## config.mk

```make
export PLATFORM = sky130hd
export DESIGN_NAME = alarm_timebase
export DESIGN_NICKNAME = d
export VERILOG_FILES = /design/src/rtl/alarm_timebase.sv
export SDC_FILE = /design/constraint.sdc
export NUM_CORES = 1
export LEC_CHECK = 0
export BUFFER_PORTS_ARGS = -buffer_cell sky130_fd_sc_hd__buf_2
export CORE_UTILIZATION = 52
export CTS_CLUSTER_DIAMETER = 40
export DETAILED_ROUTE_END_ITERATION = 16
export PLACE_DENSITY = 0.89
export SLEW_MARGIN = 20
export SYNTH_ARGS = -nofsm -noshare
export SYNTH_HDL_FRONTEND = slang
export SYNTH_SLANG_ARGS = --single-unit
```

## constraint.sdc

```tcl
create_clock -name clock -period 2.4 [get_ports clock]
set_input_delay 0.24 -clock clock [delete_from_list [all_inputs] [get_ports clock]]
set_output_delay 0.24 -clock clock [all_outputs]
set_load 0.01 [all_outputs]
```

## src/rtl/alarm_timebase.sv

```systemverilog
// alarm_timebase: time-of-day / weekday keeper with a programmable alarm.
// A prescaler produces one tick per simulated minute. Each tick advances
// hh:mm:dow. A small ring FSM (IDLE / RINGING / SNOOZED) turns an alarm
// match into a clean registered request level for the downstream wake-up FSM.
module alarm_timebase #(
    parameter int CLK_PER_MIN  = 3000,
    parameter int SNOOZE_MIN   = 5,
    parameter int RING_MAX_MIN = 10
) (
    input  logic       clock,
    input  logic       reset,
    input  logic       set_time,
    input  logic [4:0] time_hour,
    input  logic [5:0] time_min,
    input  logic [2:0] time_dow,
    input  logic       set_alarm,
    input  logic [4:0] alarm_hour,
    input  logic [5:0] alarm_min,
    input  logic       alarm_en,
    input  logic       snooze,
    output logic [4:0] hour,
    output logic [5:0] minute,
    output logic [2:0] dow,
    output logic       tick_min,
    output logic       alarme,
    output logic       dia_util
);

    localparam int              PW          = (CLK_PER_MIN > 1) ? $clog2(CLK_PER_MIN) : 1;
    localparam logic [PW-1:0]   PRESC_LAST  = PW'(CLK_PER_MIN - 1);
    localparam logic [5:0]      SNOOZE_LAST = 6'(SNOOZE_MIN - 1);
    localparam logic [5:0]      RING_LAST   = 6'(RING_MAX_MIN - 1);

    typedef enum logic [1:0] {
        ST_IDLE,
        ST_RINGING,
        ST_SNOOZED
    } state_t;

    logic [PW-1:0] presc;
    logic          presc_end;
    logic          load_time;
    logic          load_alarm;
    logic          advance;
    logic          match;

    logic [4:0]    next_hour;
    logic [5:0]    next_minute;
    logic [2:0]    next_dow;

    logic [4:0]    al_hour;
    logic [5:0]    al_minute;

    state_t        state, state_next;
    logic [5:0]    ring_cnt, ring_cnt_next;
    logic [5:0]    snz_cnt, snz_cnt_next;

    // Loads with out-of-range fields are dropped entirely; a valid time load
    // wins over a coinciding prescaler terminal count.
    assign presc_end  = (presc == PRESC_LAST);
    assign load_time  = set_time && (time_hour <= 5'd23) && (time_min <= 6'd59) && (time_dow <= 3'd6);
    assign load_alarm = set_alarm && (alarm_hour <= 5'd23) && (alarm_min <= 6'd59);
    assign advance    = presc_end && !load_time;

    // Alarm is compared against the time about to appear, so alarme rises on the same edge.
    assign match    = advance && alarm_en && (next_hour == al_hour) && (next_minute == al_minute);
    assign dia_util = (dow >= 3'd1) && (dow <= 3'd5);

    // Successor of the current time with minute/hour/weekday carries.
    always_comb begin
        // NOTE: every always_comb output gets a default first, so no path leaves it unassigned and no latch is inferred.
        next_minute = minute + 6'd1;
        next_hour   = hour;
        next_dow    = dow;
        if (minute == 6'd59) begin
            next_minute = 6'd0;
            next_hour   = hour + 5'd1;
            if (hour == 5'd23) begin
                next_hour = 5'd0;
                next_dow  = (dow == 3'd6) ? 3'd0 : dow + 3'd1;
            end
        end
    end

    // Prescaler, time-of-day registers and the minute tick pulse.
    always_ff @(posedge clock or negedge reset) begin
        if (!reset) begin
            presc    <= '0;
            hour     <= 5'd0;
            minute   <= 6'd0;
            dow      <= 3'd0;
            tick_min <= 1'b0;
        end else begin
            // NOTE: sequential state uses non-blocking assignments so every register samples pre-edge values.
            tick_min <= 1'b0;
            if (load_time) begin
                presc  <= '0;
                hour   <= time_hour;
                minute <= time_min;
                dow    <= time_dow;
            end else if (presc_end) begin
                presc    <= '0;
                hour     <= next_hour;
                minute   <= next_minute;
                dow      <= next_dow;
                tick_min <= 1'b1;
            end else begin
                presc <= presc + PW'(1);
            end
        end
    end

    // Stored alarm time; ring state is not touched by reprogramming.
    always_ff @(posedge clock or negedge reset) begin
        if (!reset) begin
            // NOTE: the stored alarm is a plain register pair, so it is reset like any other state (back to 00:00).
            al_hour   <= 5'd0;
            al_minute <= 6'd0;
        end else if (load_alarm) begin
            al_hour   <= alarm_hour;
            al_minute <= alarm_min;
        end
    end

    // Ring FSM next-state: alarm_en low beats snooze, snooze beats tick-driven moves.
    always_comb begin
        state_next    = state;
        ring_cnt_next = ring_cnt;
        snz_cnt_next  = snz_cnt;
        if (!alarm_en) begin
            state_next = ST_IDLE;
        end else begin
            case (state)
                ST_IDLE: begin
                    if (match) begin
                        state_next    = ST_RINGING;
                        ring_cnt_next = 6'd0;
                    end
                end
                ST_RINGING: begin
                    if (snooze) begin
                        state_next   = ST_SNOOZED;
                        snz_cnt_next = 6'd0;
                    end else if (advance) begin
                        if (ring_cnt == RING_LAST) begin
                            state_next = ST_IDLE;
                        end else begin
                            ring_cnt_next = ring_cnt + 6'd1;
                        end
                    end
                end
                ST_SNOOZED: begin
                    if (advance) begin
                        if (snz_cnt == SNOOZE_LAST) begin
                            state_next    = ST_RINGING;
                            ring_cnt_next = 6'd0;
                        end else begin
                            snz_cnt_next = snz_cnt + 6'd1;
                        end
                    end
                end
                default: state_next = ST_IDLE;
            endcase
        end
    end

    // Ring FSM registers; alarme is registered from the next state so it never glitches.
    always_ff @(posedge clock or negedge reset) begin
        if (!reset) begin
            state    <= ST_IDLE;
            ring_cnt <= 6'd0;
            snz_cnt  <= 6'd0;
            alarme   <= 1'b0;
        end else begin
            state    <= state_next;
            ring_cnt <= ring_cnt_next;
            snz_cnt  <= snz_cnt_next;
            alarme   <= (state_next == ST_RINGING);
        end
    end

endmodule

```

==> results.json, run 1 <==
{
  "flip_flop_cell_with_the_highest_count_after_synthesis": "sky130_fd_sc_hd__dfrtp_1",
  "synthesis.nets": 392,
  "crit_path_max_incr_delay_ns": 0.46,
  "number_of_instances_in_the_synthesized_netlist": 354,
  "starting_density_of_the_core_pct": 53.89,
  "critical_path_peak_fanout": 8,
  "post_synth_instance_area_sq_um": 3172,
  "drt-pass1-iter-count": 5,
  "die_area_sq_um": 6416,
  "final.setup.worst_slack_ns": 0.02624,
  "final.hold.worst_slack_ns": 0.1406,
  "grt_start_max_net_pins": 33,
  "fmax_mhz": 421.3,
  "insertion_delay_ns": 0.31,
  "crit_type": "reg2reg",
  "drtAntennaViolNets": 0,
  "timing.clock.skew_ns": 0.01007,
  "cp.required_ns": 2.64,
  "via_count_of_the_first_global_routing_pass": 2853,
  "postSynthRegisterBits": 53,
  "filler_cell_count": 464,
  "core_area_sq_um": 5886,
  "grt_most_used_layer": "met2",
  "area_growth_pct": 16.77,
  "antenna_found_initial": 0,
  "start_point_of_the_worst_min_delay_path": "time_hour[2]",
  "detail_route.wirelength_um": 7921,
  "design.final.nets": 451,
  "setup_repair_after_global_routing_missed_its_margin": "false",
  "power.static_leakage_nw": 1.669,
  "clock-sinks": 53,
  "grtUsageMet1_pct": 32.83,
  "most-common-layout-cells": "53 x sky130_fd_sc_hd__dfrtp_1, 47 x sky130_fd_sc_hd__buf_2, 45 x sky130_fd_sc_hd__nand2_1",
  "slew_headroom_pct": 67.90,
  "grt.met3_usage_pct": 4.432,
  "crit_path_top_delay_cell": "sky130_fd_sc_hd__a2111oi_0",
  "number_of_flops_mapped_to_enable_cells_by_yosys": 0,
  "overflow": 0,
  "n_antenna_cell": 0,
  "ios": 48,
  "clockBufferDepth": 2,
  "critical_path.n_buffers_inverters": 1,
  "synthesis.area_per_instance_sq_um": 8.960,
  "post_synth_fa_ha_maj_area_fraction_pct": 2.761,
  "largest_vdd_supply_drop_v": 0.0003128,
  "start_kind": "register",
  "synth_top_family_by_area": "simple AND/OR/NAND/NOR gates",
  "slew_at_the_pin_with_the_worst_max_slew_slack_ns": 0.4816,
  "vias_per_cell": 6.166,
  "power.density_cell_area_nw_per_um2": 571.0,
  "dp.cells": 478,
  "first_pass_grt_wire_length_um": 12820,
  "hold_violations": 0,
  "finish.cell_count_without_fillers": 489,
  "source_of_the_critical_timing_path": "hour[1]",
  "track_usage_pct": 25.64,
  "weighted_congestion_reported_at_the_end_of_routability_driven_placement": 0.9260,
  "synth.mux.area_fraction_pct": 5.128,
  "cts-htree-levels": 2,
  "drv_slew": 0,
  "min_period_over_period_pct": 98.91,
  "yosysWarnings": 0,
  "postPlaceCellArea_sq_um": 3571,
  "post_synth_and_or_nand_nor_area_fraction_pct": 26.90,
  "final_cell_area_sq_um": 3704,
  "final.min_clock_period_ns": 2.374,
  "dp_worst_setup_slack_ns": -0.08778,
  "cp_cell_sequence": "ha_1 -> a2111oi_0 -> o211a_1 -> o2111ai_1 -> nor4_4 -> buf_4 -> a22o_1",
  "cap_viol_max_count": 0,
  "fp.dieW_um": 80.10,
  "synth_compound_area_share_pct": 14.16,
  "yosysUniqueCellTypes": 55,
  "clockRootBuffer": "sky130_fd_sc_hd__clkbuf_8",
  "regToRegStartpoint": "hour[1]",
  "hold_class": "in2reg",
  "drt_first_iter_violations": 365,
  "layout.cells.most_common": "sky130_fd_sc_hd__dfrtp_1",
  "dp.final_hpwl_um": 5692,
  "outcome": "completed",
  "die-height_um": 80.10,
  "via_count": 3015,
  "post_dr_wirelength_cell_um": 16.20,
  "crit_path_end_kind": "register",
  "core.rowCount": 28,
  "use_met2_pct": 42.99,
  "arrival_ns": 2.62,
  "cts.clk_slew.worst_paths_ns": 0.09,
  "synth_xor_xnor_area_share_pct": 6.351,
  "cts_tree": "done",
  "synth_async_sr_flop_share_pct": 100.0,
  "number_of_buffers_inserted_by_port_buffering": 47,
  "finalSetupViolCount": 0,
  "post_route_cells_drive_above_1_share_pct": 23.91,
  "route.detailed.drc": 0,
  "worst_path_dominant_cell_family": "compound AO/OA/AOI/OAI gates",
  "numCtsBuffers": 5,
  "finalCoreUtilization_pct": 62.93,
  "ys_seq_area_share_pct": 41.81
}
-- tightest hold or removal path: stages --
cell	delay, ns
sky130_fd_sc_hd__buf_2	0.07
sky130_fd_sc_hd__nand2_1	0.04
sky130_fd_sc_hd__o21ai_0	0.06
-- per-stage QoR --
step / total power [mW] / setup TNS, ns
finish: 2.115 / 0
CTS: 2.087 / 0
floorplan: 1.400 / 0
global route: 2.220 / 0
global placement: 1.572 / 0
detailed placement: 1.601 / -0.3407
-- sequential cells by signal, indices dropped and copies added (netlist names) --
| signal | flops |
|---|---|
| ring_cnt | 6 |
| al_minute | 6 |
| minute | 6 |
| tick_min | 1 |
| hour | 5 |
| snz_cnt | 6 |
| presc | 12 |
| al_hour | 5 |
| alarme | 1 |
| state | 2 |
| dow | 3 |
-- cells by family after synthesis --
kind of cell	Yosys count
buf+inv	23
fa+ha+maj	7
flops	53
compound gates	69
xor+xnor	23
simple gates	164
mux	15
-- cell usage after synthesis (2+ instances only) --
master / n / share of area, %
sky130_fd_sc_hd__xor2_1: 16 / 4.4
sky130_fd_sc_hd__nand2_1: 45 / 5.3
sky130_fd_sc_hd__nand4b_1: 2 / 0.55
sky130_fd_sc_hd__ha_1: 7 / 2.8
sky130_fd_sc_hd__a31oi_1: 6 / 1.2
sky130_fd_sc_hd__nand4_1: 7 / 1.4
sky130_fd_sc_hd__nor4_1: 3 / 0.59
sky130_fd_sc_hd__nor3_1: 11 / 1.7
sky130_fd_sc_hd__and3_1: 7 / 1.4
sky130_fd_sc_hd__or3_1: 2 / 0.39
sky130_fd_sc_hd__a21oi_1: 14 / 2.2
sky130_fd_sc_hd__o211ai_1: 3 / 0.71
sky130_fd_sc_hd__mux2_2: 10 / 3.6
sky130_fd_sc_hd__clkbuf_1: 12 / 1.4
sky130_fd_sc_hd__nor2b_1: 5 / 0.99
sky130_fd_sc_hd__a2111oi_0: 2 / 0.55
sky130_fd_sc_hd__inv_1: 7 / 0.83
sky130_fd_sc_hd__xnor2_1: 7 / 1.9
sky130_fd_sc_hd__a22oi_1: 2 / 0.47
sky130_fd_sc_hd__o21ai_0: 16 / 2.5
sky130_fd_sc_hd__or2_2: 3 / 0.59
sky130_fd_sc_hd__and3b_1: 2 / 0.55
sky130_fd_sc_hd__nand3b_1: 3 / 0.71
sky130_fd_sc_hd__dfrtp_1: 53 / 42
sky130_fd_sc_hd__nand2b_1: 5 / 0.99
sky130_fd_sc_hd__buf_2: 3 / 0.47
sky130_fd_sc_hd__o22ai_1: 5 / 0.99
sky130_fd_sc_hd__and4_1: 3 / 0.83
sky130_fd_sc_hd__a22o_1: 3 / 0.83
sky130_fd_sc_hd__and2_1: 5 / 0.99
sky130_fd_sc_hd__a21o_1: 2 / 0.47
sky130_fd_sc_hd__mux2i_1: 5 / 1.6
sky130_fd_sc_hd__nand3_1: 17 / 2.7
sky130_fd_sc_hd__nor2_1: 37 / 4.4
sky130_fd_sc_hd__o31ai_1: 4 / 0.95
-- where the power goes --
group	total, mW	internal (mW)	switching [mW]
combinational	0.542	0.240	0.302
sequential	1.08	0.976	0.104
clock	0.493	0.203	0.290
-- path summary, 6_finish.rpt --
kind                               endpoint  slack (ns)  depth (start not counted)
max in group asynchronous       ring_cnt[5]        1.20                          3
worst max register to register       alarme        0.03                          7
worst max-delay path                 alarme        0.03                          7
min in group asynchronous            dow[2]        0.41                          2
worst min-delay path                hour[2]        0.14                          3
worst min register to register     presc[0]        0.47                          1
-- per-layer routing --
layer  part of all wire (%)  routed length, um
met1                     43               3373
met2                     47               3754
met3                    7.1                565
met4                    2.9                228
met5                      0                  0
-- area by class of cell --
cell class / count / area [sq um] / share of cell area [%]
sequential: 53 / 1326 / 35.81
multi-input combinational: 278 / 1779 / 48.04
clock buffer: 6 / 72.57 / 1.959
clock inverter: 2 / 10.01 / 0.2703
tap: 75 / 93.84 / 2.534
inverter: 7 / 26.28 / 0.7095
timing repair buffer: 68 / 395.4 / 10.68
-- repair_timing --
action	in CTS	in global routing
endpoints found under the hold margin	21	0
resized for setup	1	8
pin swaps	1	3
setup buffers	1	1
hold buffers	1	0
setup endpoints to repair	8	9
(Power assumes the default switching activity.)
==> inputs of run 2 (changes only) <==
--- a/config.mk
+++ b/config.mk
@@ -5,7 +5,7 @@
 export SDC_FILE = /design/constraint.sdc
 export NUM_CORES = 1
 export LEC_CHECK = 0
-export BUFFER_PORTS_ARGS = -buffer_cell sky130_fd_sc_hd__buf_2
+export BUFFER_PORTS_ARGS = -buffer_cell sky130_fd_sc_hd__buf_4
 export CORE_UTILIZATION = 52
 export CTS_CLUSTER_DIAMETER = 40
 export DETAILED_ROUTE_END_ITERATION = 16
==> run 2 against run 1 <==
  * Maximum frequency grew 1.9%
  * Global-route usage grew 1.1 points
  * Critical path type unchanged
  * First-iteration DRC count shrank 20%
  * Die area is the same
  * Clock power grew 30%
  * Sequential power is essentially flat
==> results.json, run 2 (synthesized netlist as in run 1, its figures left out) <==
{
  "ios": 48,
  "clockRootBuffer": "sky130_fd_sc_hd__clkbuf_8",
  "fp.dieW_um": 80.10,
  "layout.cells.most_common": "sky130_fd_sc_hd__buf_4",
  "largest_register_ff_count": 12,
  "final.hold.worst_slack_ns": 0.1263,
  "via_count": 3048,
  "core.rowCount": 28,
  "hold_class": "in2reg",
  "via_count_of_the_first_global_routing_pass": 2888,
  "number_of_buffers_inserted_by_port_buffering": 47,
  "start_kind": "register",
  "n_antenna_cell": 0,
  "numCtsBuffers": 5,
  "crit_path_end_kind": "register",
  "largest_vdd_supply_drop_v": 0.0004153,
  "fin_setup_tns_ns": 0,
  "regToRegStartpoint": "presc[0]",
  "source_of_the_critical_timing_path": "presc[0]",
  "critical_path_peak_fanout": 4,
  "dp.final_hpwl_um": 5646,
  "cap_viol_max_count": 0,
  "total_power_mw": 2.321,
  "detail_route.wirelength_um": 8366,
  "hold_violations": 0,
  "fmax_mhz": 429.3,
  "die-height_um": 80.10,
  "met3_length_um": 655,
  "slew_at_the_pin_with_the_worst_max_slew_slack_ns": 0.6737,
  "start_point_of_the_worst_min_delay_path": "time_hour[2]",
  "starting_density_of_the_core_pct": 53.89,
  "final.min_clock_period_ns": 2.329,
  "area_growth_pct": 22.72,
  "drt-pass1-iter-count": 5,
  "detailroute.wirelength.met2_um": 4014,
  "crit_type": "reg2reg",
  "drv_slew": 0,
  "min_period_over_period_pct": 97.05,
  "vias_per_cell": 6.208,
  "drtAntennaViolNets": 0,
  "maxUsedRoutingLayer": "met4",
  "route.detailed.drc": 0,
  "insertion_delay_ns": 0.31,
  "max_flop_register": "presc",
  "die_area_sq_um": 6416,
  "most-common-layout-cells": "68 x sky130_fd_sc_hd__buf_4, 53 x sky130_fd_sc_hd__dfrtp_1, 45 x sky130_fd_sc_hd__nand2_1",
  "arrival_ns": 2.52,
  "outcome": "completed",
  "cts_tree": "done",
  "clockBufferDepth": 2,
  "first_pass_grt_wire_length_um": 13250,
  "finalSetupViolCount": 0,
  "core_area_sq_um": 5886,
  "cts-htree-levels": 2,
  "drt-met1-wl_um": 3409,
  "power.static_leakage_nw": 1.738,
  "weighted_congestion_reported_at_the_end_of_routability_driven_placement": 0.9097,
  "track_usage_pct": 26.70,
  "overflow": 0,
  "drt_first_iter_violations": 293,
  "antenna_found_initial": 0,
  "timing.clock.skew_ns": 0.01109,
  "slew_headroom_pct": 55.09,
  "cp.required_ns": 2.59,
  "clock-sinks": 53,
  "design.final.nets": 453,
  "post_route_cells_drive_above_1_share_pct": 24.76,
  "post_dr_wirelength_cell_um": 17.04,
  "power.density_cell_area_nw_per_um2": 596.4,
  "cts.clk_slew.worst_paths_ns": 0.10,
  "grt_start_max_net_pins": 54
}
==> run 2: cell count changes in the layout (fill, tap and decap cells not counted), sizes merged <==
cell,change
buf,+1
bufinv,+1
clkinv,-2
clkinvlp,+1
or3b,+1
==> run 2: cell type report <==
class	count	area, sq um
clock buffers	6	82.58
clock inverters	2	37.54
fillers	453	1993
inverters	7	26.28
multi-input cells	279	1805
flip-flops and latches	53	1326
well taps	75	93.84
repair buffers	69	520.5
==> run 2: worst max-delay path: stages (launching register included) <==
cell                      delay, ns
sky130_fd_sc_hd__dfrtp_1       0.39
sky130_fd_sc_hd__ha_1          0.21
sky130_fd_sc_hd__and4_2        0.28
sky130_fd_sc_hd__nand3_2       0.12
sky130_fd_sc_hd__o41a_1        0.49
sky130_fd_sc_hd__or3b_2        0.52
sky130_fd_sc_hd__o22ai_1       0.15
sky130_fd_sc_hd__a21oi_1       0.06
==> run 2: final timing paths <==
path,to,slack (ns),depth (start not counted)
setup / recovery,ring_cnt[5],0.07,7
hold / removal,hour[2],0.13,3
setup reg to reg,ring_cnt[5],0.07,7
hold reg to reg,presc[0],0.47,1
max in group asynchronous,ring_cnt[3],1.44,2
min in group asynchronous,dow[1],0.50,2
==> run 2: report_power, final <==
| group | internal [mW] | switching [mW] | total [mW] | leakage (nW) |
|---|---|---|---|---|
| Clock | 0.339 | 0.304 | 0.643 | 0.0574 |
| Combinational | 0.280 | 0.316 | 0.596 | 1.02 |
| Sequential | 0.976 | 0.106 | 1.08 | 0.664 |
| Total | 1.60 | 0.726 | 2.32 | 1.74 |
==> run 2: per-layer routing <==
| layer | global-route usage [%] | vias up |
|---|---|---|
| met5 | 0 | - |
| met1 | 34.90 | 1433 |
| li1 | - | 1400 |
| met4 | 10.18 | 0 |
| met3 | 4.659 | 38 |
| met2 | 44.02 | 177 |
==> run 2: repair_timing <==
item                                    4_1_cts  5_1_grt
hold buffers                                  1        0
cloned                                        0        1
gates resized for setup                       0       11
endpoints found under the setup margin        8       15
setup buffers                                 1        2
pin swaps                                     1        5
endpoints found under the hold margin        53        0
==> run 2: through the flow <==
step                      utilization [%]  setup WS [ns]  instances  instance area, sq um
after floorplan                         -         0.1588        354                  3172
after global placement              62.67        0.02178        478                  3689
after detailed placement            62.67       -0.07844        478                  3689
after CTS                           65.01       0.006617        488                  3826
after global routing                66.14      -0.002222        491                  3892
final                               66.14        0.07089        491                  3892
